## src/rtl/cache_arb_pkg.sv

```systemverilog
// Shared types for the cache memory arbiter: read FSM states, grant encoding, line offset width.
package cache_arb_pkg;

    localparam int LINE_OFF_W = 4;

    typedef enum logic [2:0] {
        R_IDLE = 3'b001,
        R_REQ  = 3'b010,
        R_RET  = 3'b100
    } r_state_e;

    typedef enum logic {
        GNT_I = 1'b0,
        GNT_D = 1'b1
    } gnt_e;

endpackage

```

## src/rtl/cache_wr_buf.sv

```systemverilog
// One-entry dcache writeback buffer: captures a victim line when empty, drains it downstream.
// Exposes the buffered line address so reads can be held off until the line has left.
module cache_wr_buf
    import cache_arb_pkg::*;
#(
    parameter int DATA_W = 32,
    parameter int LINE_W = 128
) (
    input  logic                       clk,
    input  logic                       rst,
    input  logic                       wr_req,
    input  logic [2:0]                 wr_type,
    input  logic [DATA_W-1:0]          wr_addr,
    input  logic [DATA_W/8-1:0]        wr_wstrb,
    input  logic [LINE_W-1:0]          wr_data,
    output logic                       wr_rdy,
    output logic                       m_wr_req,
    output logic [2:0]                 m_wr_type,
    output logic [DATA_W-1:0]          m_wr_addr,
    output logic [DATA_W/8-1:0]        m_wr_wstrb,
    output logic [LINE_W-1:0]          m_wr_data,
    input  logic                       m_wr_rdy,
    output logic                       buf_valid,
    output logic [DATA_W-LINE_OFF_W-1:0] buf_line_addr
);

    logic                  valid_reg;
    logic [2:0]            type_reg;
    logic [DATA_W-1:0]     addr_reg;
    logic [DATA_W/8-1:0]   wstrb_reg;
    logic [LINE_W-1:0]     data_reg;
    logic                  capture;

    // Capture only when empty, so a capture and a drain never coincide.
    assign capture = wr_req && !valid_reg;

    always_ff @(posedge clk) begin
        if (rst) begin
            valid_reg <= 1'b0;
        end else if (capture) begin
            valid_reg <= 1'b1;
        end else if (valid_reg && m_wr_rdy) begin
            valid_reg <= 1'b0;
        end
    end

    always_ff @(posedge clk) begin
        if (capture) begin
            type_reg  <= wr_type;
            addr_reg  <= wr_addr;
            wstrb_reg <= wr_wstrb;
            data_reg  <= wr_data;
        end
    end

    assign wr_rdy        = !valid_reg;
    assign m_wr_req      = valid_reg;
    assign m_wr_type     = type_reg;
    assign m_wr_addr     = addr_reg;
    assign m_wr_wstrb    = wstrb_reg;
    assign m_wr_data     = data_reg;
    assign buf_valid     = valid_reg;
    assign buf_line_addr = addr_reg[DATA_W-1:LINE_OFF_W];

endmodule

```

## src/rtl/cache_mem_arbiter.sv

```systemverilog
// Shares one cache-line memory port between icache and dcache: serialised 4-beat refills plus a
// one-entry writeback buffer. Define ARB_RR_EN for round-robin tie-breaking (default: dcache wins).
module cache_mem_arbiter
    import cache_arb_pkg::*;
#(
    parameter int DATA_W = 32,
    parameter int LINE_W = 128
) (
    input  logic                 clk,
    input  logic                 rst,
    input  logic                 i_rd_req,
    input  logic [2:0]           i_rd_type,
    input  logic [DATA_W-1:0]    i_rd_addr,
    output logic                 i_rd_rdy,
    output logic                 i_ret_valid,
    output logic                 i_ret_last,
    input  logic                 d_rd_req,
    input  logic [2:0]           d_rd_type,
    input  logic [DATA_W-1:0]    d_rd_addr,
    output logic                 d_rd_rdy,
    output logic                 d_ret_valid,
    output logic                 d_ret_last,
    output logic [DATA_W-1:0]    ret_data,
    input  logic                 d_wr_req,
    input  logic [2:0]           d_wr_type,
    input  logic [DATA_W-1:0]    d_wr_addr,
    input  logic [DATA_W/8-1:0]  d_wr_wstrb,
    input  logic [LINE_W-1:0]    d_wr_data,
    output logic                 d_wr_rdy,
    output logic                 m_rd_req,
    output logic [2:0]           m_rd_type,
    output logic [DATA_W-1:0]    m_rd_addr,
    input  logic                 m_rd_rdy,
    input  logic                 m_ret_valid,
    input  logic                 m_ret_last,
    input  logic [DATA_W-1:0]    m_ret_data,
    output logic                 m_wr_req,
    output logic [2:0]           m_wr_type,
    output logic [DATA_W-1:0]    m_wr_addr,
    output logic [DATA_W/8-1:0]  m_wr_wstrb,
    output logic [LINE_W-1:0]    m_wr_data,
    input  logic                 m_wr_rdy
);

    r_state_e                    state_reg, state_next;
    gnt_e                        grant_reg, grant_next;
    logic [DATA_W-1:0]           addr_reg, addr_next;
    logic [2:0]                  type_reg, type_next;
    logic                        buf_valid;
    logic [DATA_W-LINE_OFF_W-1:0] buf_line_addr;
    logic                        d_elig;
    logic                        pick_d;
    logic [1:0]                  gnt_onehot;
    logic [1:0]                  rd_rdy_vec, ret_valid_vec, ret_last_vec;

    cache_wr_buf #(
        .DATA_W (DATA_W),
        .LINE_W (LINE_W)
    ) u_wr_buf (
        .clk           (clk),
        .rst           (rst),
        .wr_req        (d_wr_req),
        .wr_type       (d_wr_type),
        .wr_addr       (d_wr_addr),
        .wr_wstrb      (d_wr_wstrb),
        .wr_data       (d_wr_data),
        .wr_rdy        (d_wr_rdy),
        .m_wr_req      (m_wr_req),
        .m_wr_type     (m_wr_type),
        .m_wr_addr     (m_wr_addr),
        .m_wr_wstrb    (m_wr_wstrb),
        .m_wr_data     (m_wr_data),
        .m_wr_rdy      (m_wr_rdy),
        .buf_valid     (buf_valid),
        .buf_line_addr (buf_line_addr)
    );

    // A dcache refill of the line still sitting in the write buffer would read stale memory.
    assign d_elig = d_rd_req && !(buf_valid && (d_rd_addr[DATA_W-1:LINE_OFF_W] == buf_line_addr));

`ifdef ARB_RR_EN
    gnt_e last_grant_reg;

    assign pick_d = d_elig && (!i_rd_req || (last_grant_reg == GNT_I));

    always_ff @(posedge clk) begin
        if (rst) begin
            last_grant_reg <= GNT_I;
        end else if ((state_reg == R_IDLE) && (state_next == R_REQ)) begin
            last_grant_reg <= grant_next;
        end
    end
`else
    assign pick_d = d_elig;
`endif

    always_comb begin
        state_next = state_reg;
        grant_next = grant_reg;
        addr_next  = addr_reg;
        type_next  = type_reg;
        case (state_reg)
            R_IDLE: begin
                if (i_rd_req || d_elig) begin
                    state_next = R_REQ;
                    grant_next = pick_d ? GNT_D : GNT_I;
                    addr_next  = pick_d ? d_rd_addr : i_rd_addr;
                    type_next  = pick_d ? d_rd_type : i_rd_type;
                end
            end
            R_REQ: begin
                if (m_rd_rdy) begin
                    state_next = R_RET;
                end
            end
            R_RET: begin
                if (m_ret_valid && m_ret_last) begin
                    state_next = R_IDLE;
                end
            end
            default: state_next = R_IDLE;
        endcase
    end

    always_ff @(posedge clk) begin
        if (rst) begin
            state_reg <= R_IDLE;
            grant_reg <= GNT_D;
            addr_reg  <= '0;
            type_reg  <= '0;
        end else begin
            state_reg <= state_next;
            grant_reg <= grant_next;
            addr_reg  <= addr_next;
            type_reg  <= type_next;
        end
    end

    assign m_rd_req   = (state_reg == R_REQ);
    assign m_rd_addr  = addr_reg;
    assign m_rd_type  = type_reg;
    assign ret_data   = m_ret_data;

    // Index 0 is the icache, index 1 the dcache, matching the gnt_e encoding.
    assign gnt_onehot = {grant_reg == GNT_D, grant_reg == GNT_I};

    generate
        for (genvar gi = 0; gi < 2; gi++) begin : g_master
            assign rd_rdy_vec[gi]    = gnt_onehot[gi] && (state_reg == R_REQ) && m_rd_rdy;
            assign ret_valid_vec[gi] = gnt_onehot[gi] && (state_reg == R_RET) && m_ret_valid;
            assign ret_last_vec[gi]  = gnt_onehot[gi] && (state_reg == R_RET) && m_ret_valid && m_ret_last;
        end
    endgenerate

    assign i_rd_rdy    = rd_rdy_vec[0];
    assign d_rd_rdy    = rd_rdy_vec[1];
    assign i_ret_valid = ret_valid_vec[0];
    assign d_ret_valid = ret_valid_vec[1];
    assign i_ret_last  = ret_last_vec[0];
    assign d_ret_last  = ret_last_vec[1];

endmodule
```

## config.mk

```make
export PLATFORM = sky130hd
export DESIGN_NAME = cache_mem_arbiter
export DESIGN_NICKNAME = d
export VERILOG_FILES = /design/src/rtl/cache_arb_pkg.sv /design/src/rtl/cache_wr_buf.sv /design/src/rtl/cache_mem_arbiter.sv
export SDC_FILE = /design/constraint.sdc
export NUM_CORES = 1
export LEC_CHECK = 0
export ABC_AREA = 1
export CORE_AREA = 2 2 204 206
export DETAILED_ROUTE_END_ITERATION = 16
export DIE_AREA = 0 0 206 208
export DONT_BUFFER_PORTS = 1
export MAX_ROUTING_LAYER = met4
export PLACE_DENSITY = 0.34
export SETUP_SLACK_MARGIN = 0.5
export SYNTH_ARGS = -nofsm -noshare
export SYNTH_HDL_FRONTEND = slang
export SYNTH_SLANG_ARGS = --single-unit
```

## constraint.sdc

```tcl
create_clock -name clk -period 6.3 [get_ports clk]
set_input_delay 0.945 -clock clk [delete_from_list [all_inputs] [get_ports clk]]
set_output_delay 0.945 -clock clk [all_outputs]
set_load 0.05 [all_outputs]
```

== Word level (Yosys, flattened, before mapping) ==
Index checks and enable logic that the tools add are counted.

* Equal/unequal tests: 7
* Mux-type cells: 9
* Bitwise logic cells: 1
* Reductions and logical operators: 21

{| class="wikitable"
|+ Operator list
! cell !! number
|-
| 32-bit two-way mux || 1
|-
| 28-bit == test || 1
|-
| 1-bit logical AND || 15
|-
| 3-bit two-way mux || 4
|-
| 3-bit one-hot mux with 3 select lines || 1
|-
| 2-bit inequality test (second input constant) || 2
|-
| 3-bit by 1-bit == test with 1-bit output (second input constant) || 1
|-
| 3-bit by 2-bit == test with 1-bit output (second input constant) || 1
|-
| 3-bit == test (second input constant) || 1
|-
| 1-bit two-way mux || 3
|-
| 3-bit AND reduction || 1
|-
| 1-bit logical NOT || 2
|-
| 2-bit by 1-bit inequality test with 1-bit output (second input constant) || 1
|-
| 2-bit AND reduction || 1
|-
| 2-bit nonzero test || 1
|-
| 1-bit logical OR || 1
|-
| 1-bit inverter || 1
|}

* Flip-flop bits (word level): 207
* Input port bits: 278
* Output and inout bits: 243
* Logic and storage cells: 47

== Depth between registers and ports, before layout ==
* Depth in word-level cells: 7
* Depth in mapped cells: 16
* Gate-level depth less buffers: 15

== Hierarchy ==
From an unflattened synthesis, not the netlist that was laid out.

* Cells, all modules: 750
* Area total of the unflattened synthesis: 8279.2 um^2

{| class="wikitable"
|+ By module, submodules not included
! module !! instances !! cells an instance !! area each (um^2) !! sequential area each (um^2)
|-
| cache_wr_buf || 1 || 203 || 5282.6 || 5034.8
|-
| cache_mem_arbiter || 1 || 547 || 2996.6 || 780.7
|}

== Least setup slack after synthesis ==
No wires, ideal clock.

* Path kind: input to register
* Start: in d_wr_req
* End: reg u_wr_buf.addr_reg[0], in the netlist u_wr_buf.m_wr_addr[0] (enable)
* Setup time: 0.520 ns
* Arrival: 4.250 ns
* Data required time: 5.780 ns
* Slack: 1.530 ns
* Cell stages on the path: 2
* Buffers on the path: 0
* Cell sequence: nand2_1 > inv_1

* Word-level cells in the longest chain between the ends: 1

{| class="wikitable"
|+ RTL lines
! element !! line !! text
|-
| from (decl) || cache_mem_arbiter.sv:24 || <nowiki>input logic d_wr_req,</nowiki>
|-
| 1-bit logical AND || cache_wr_buf.sv:35 || <nowiki>assign capture = wr_req && !valid_reg;</nowiki>
|-
| named net u_wr_buf.capture || cache_wr_buf.sv:32 || <nowiki>logic capture;</nowiki>
|-
| to (signal assigned) || cache_wr_buf.sv:50 || <nowiki>addr_reg <= wr_addr;</nowiki>
|-
| to (decl) || cache_wr_buf.sv:29 || <nowiki>logic [DATA_W-1:0] addr_reg;</nowiki>
|}

The timed path passes the listed nets, and every way through them passes these cells.
A chain may end at the register's enable or synchronous reset.

== Worst setup path in the final report ==
* Start: reg state_reg[1]
* End: out i_rd_rdy

* Word-level cells in the longest chain between the ends: 3

{| class="wikitable"
|+ RTL lines
! element !! line !! text
|-
| from (decl) || cache_mem_arbiter.sv:45 || <nowiki>r_state_e state_reg, state_next;</nowiki>
|-
| from (signal assigned) || cache_mem_arbiter.sv:132 || <nowiki>state_reg <= state_next;</nowiki>
|-
| 3-bit by 2-bit == test with 1-bit output || n/a ||
|-
| named net m_rd_req || cache_mem_arbiter.sv:30 || <nowiki>output logic m_rd_req,</nowiki>
|-
| 1-bit logical AND (2 in a row) || cache_mem_arbiter.sv:149 || <nowiki>assign rd_rdy_vec[gi] = gnt_onehot[gi] && (state_reg == R_REQ) && m_rd_rdy;</nowiki>
|-
| to (decl) || cache_mem_arbiter.sv:14 || <nowiki>output logic i_rd_rdy,</nowiki>
|}

The timed path passes the listed nets, and every way through them passes these cells.

==> key figures <==
Clock tree
  • PostCTS Resize Cnt: 0
  • Clk sinks: 207
  • CTS Buf Count: 25
  • CTS tree: done
  • Worst-path clk slew: 0.06 ns
  • Clock latency on the worst-skew pair: 0.54 ns
  • CTS Buffer Depth: 3
  • # H-tree levels: 1
  • Root Buffer: clkbuf_16
  • Setup bufs post-CTS: 0
  • Hold_buf cts: 0

STA
  • Clk_skew: 0.01500 ns
  • Worst slew pin tran: 0.9801 ns
  • Hold_ws: 0.4784 ns
  • Final worst slack: 2.685 ns
  • Min Tclk post-route: 3.615 ns
  • Final Hold Fails: 0
  • Fmax: 0.2766 GHz
  • Setup_tns: 0 ns
  • Setup violations, final: 0
  • Relative slew margins: 34.31%
  • RSZ-0062 raised after global routing: no
  • Tcrit/Tclk final: 57.39%
  • Final Max Slew Viols: 0

Finish
  • Final Net Count: 971
  • Most frequent cells in the layout: nand2_1, edfxtp_1, inv_1, nor2_1
  • Most common cell after layout, fill and taps aside: nand2_1
  • Post-route insts no fill: 1,260
  • Ratio of cells with drive above 1 in the final layout: 7.324%
  • # fillers: 4,334
  • Area Overhead vs Synth: 15.80%
  • Max reg flops: 128

Die
  • Die ar.: 0.04285 sq mm
  • Die Y: 208 microns
  • Row count: 74
  • Starting density of the core: 19.85%
  • Die width: 206 microns
  • Ports: 521
  • Core ar.: 0.04055 sq mm

Critical path
  • Critical R2R Capture: m_rd_addr[11]
  • CP endpoint kind: primary output
  • Crit Reg-Reg Startpoint: u_wr_buf.buf_valid
  • Setup Crit Path Kind: flop to primary output
  • Arrival time at the worst endpoint: 2.67 ns
  • Critical path fanouts, max: 3
  • Worst Reg-to-Reg Cells: 13
  • WP data required: 5.35 ns
  • Startpoint types: flop
  • R2r setup slk: 2.83 ns

Global routing
  • Largest net degree at the start of global routing: 96
  • Gr usage total: 12.89%
  • GRT overflow: 0
  • Number of global-route vias before repair: 5,002
  • Initial antenna violation count: 18
  • First-pass GRT wire length: 37,490 microns

Placement
  • Placed instance count: 1,198
  • GPL Wtd Cong: 0.7786
  • Port buffer count: 0
  • DPL Wire Length: 21,850 microns
  • Pre-CTS setup slack: 2.733 ns

Route
  • Routed vias/inst: 3.763
  • Wl on met1: 8612 microns
  • Met2 wire len: 14,730 microns
  • Met3 WL post-DR: 3492 microns
  • Total Wirelength: 27,930 microns
  • DRT Pass-1 Iters: 4
  • Via count: 4,742
  • DR iter-0 viols: 275
  • DRC: 0
  • Routed len/inst: 22.16 microns
  • DR top layer: met4
  • Final ANT Viol Nets: 0

Power and ir drop
  • Leak pwr: 3.715 nW
  • Power density over the cells: 412.5 mW/mm^2
  • Peak VDD IR: 0.0002037 V
  • Post-layout power: 3.846 mW

Synth
  • Syn Nets: 992
  • Yosys reg bits: 207
  • Post-Synthesis Cell Area: 0.008051 sq mm
  • Sequential area share after synthesis: 72.23%
  • Yosys warning count: 0
  • Cell variety after synth: 24
  • Synth Instances: 714
  • Synthesized area per cell: 11.28 sq um

Min path
  • Hold Path Sink: state_reg[1]
  • Worst Hold Depth: 1
  • Hold path start: rst
  • Worst min-delay path category: input port to flop

Status
  • Status: finished, final reports clean

Run
  • Number of max-cap violations: 0
[cell families (layout without fill, tap and decap cells)]
| logic type | after synthesis | count (layout) | synth area share [%] |
|---|---|---|---|
| simple gates | 348 | 348 | 17.48 |
| flops | 207 | 207 | 72.23 |
| buf+inv | 143 | 139 | 8.951 |
| compound gates | 10 | 10 | 0.6837 |
| xor+xnor | 6 | 6 | 0.6527 |
| other cells | 0 | 18 | 0 |
[layout make-up]
| cell class | count | area, sq um | area share, % |
|---|---|---|---|
| sequential | 207 | 5816 | 62.37 |
| multi-input combinational | 364 | 1520 | 16.30 |
| tap | 532 | 665.6 | 7.139 |
| clock buffer | 30 | 644.4 | 6.911 |
| inverter | 91 | 346.6 | 3.717 |
| clock inverter | 14 | 256.5 | 2.751 |
| antenna | 18 | 45.04 | 0.4831 |
| timing repair buffer | 4 | 30.03 | 0.3221 |
[report_power, final]
part           internal (mW)  total [mW]  switching [mW]
combinational         0.0648       0.218           0.154
clock                   1.01        1.59           0.580
sequential              1.61        2.03           0.426
total                   2.69        3.85            1.16
[per-layer routing]
layer,global-route usage [%],vias up
li1,-,2236
met1,11.14,2145
met2,23.18,292
met3,6.422,69
met4,5.542,0
met5,-,-
[worst max-delay path by stage]
stage / startpoint / end / slack, ns / cells after the start
global placement: u_wr_buf.buf_valid / m_rd_addr[10] / 2.72 / 13
detailed placement: u_wr_buf.buf_valid / m_rd_addr[20] / 2.73 / 13
floorplan: d_wr_req / u_wr_buf.m_wr_addr[0] / 1.53 / 2
CTS: state_reg[1] / i_rd_rdy / 2.63 / 4
finish: state_reg[1] / i_rd_rdy / 2.68 / 4
global route: u_wr_buf.buf_valid / m_rd_addr[3] / 2.49 / 13
[synth_stat cells, drive strengths merged]
cell / number / share of area, %
nand2: 215 / 11
edfxtp: 167 / 62
inv: 91 / 4.2
nor2: 88 / 4.2
buf: 48 / 4.5
dfxtp: 40 / 9.9
nand3: 40 / 2.5
xnor2: 5 / 0.54
clkbuf: 4 / 0.19
nor3: 4 / 0.25
o21ai: 4 / 0.25
a21oi: 3 / 0.19
a31oi: 1 / 0.078
o21a: 1 / 0.093
o22ai: 1 / 0.078
or2: 1 / 0.078
xor2: 1 / 0.11
[worst max-delay path: stages, from the launching register on]
cell	delay, ns
dfxtp_1	0.33
inv_1	0.06
nor3_2	0.74
nand2_1	0.25
nor2_1	0.76
[per-stage QoR]
| step | instance area [sq um] | util, % |
|---|---|---|
| 5_1_grt | 9324 | 22.99 |
| 6_report | 9324 | 22.99 |
| 3_3_place_gp | 8378 | 20.66 |
| 4_1_cts | 9279 | 22.88 |
| 3_5_place_dp | 8378 | 20.66 |
| 2_1_floorplan | 8051 | - |
(Power assumes the default switching activity.)
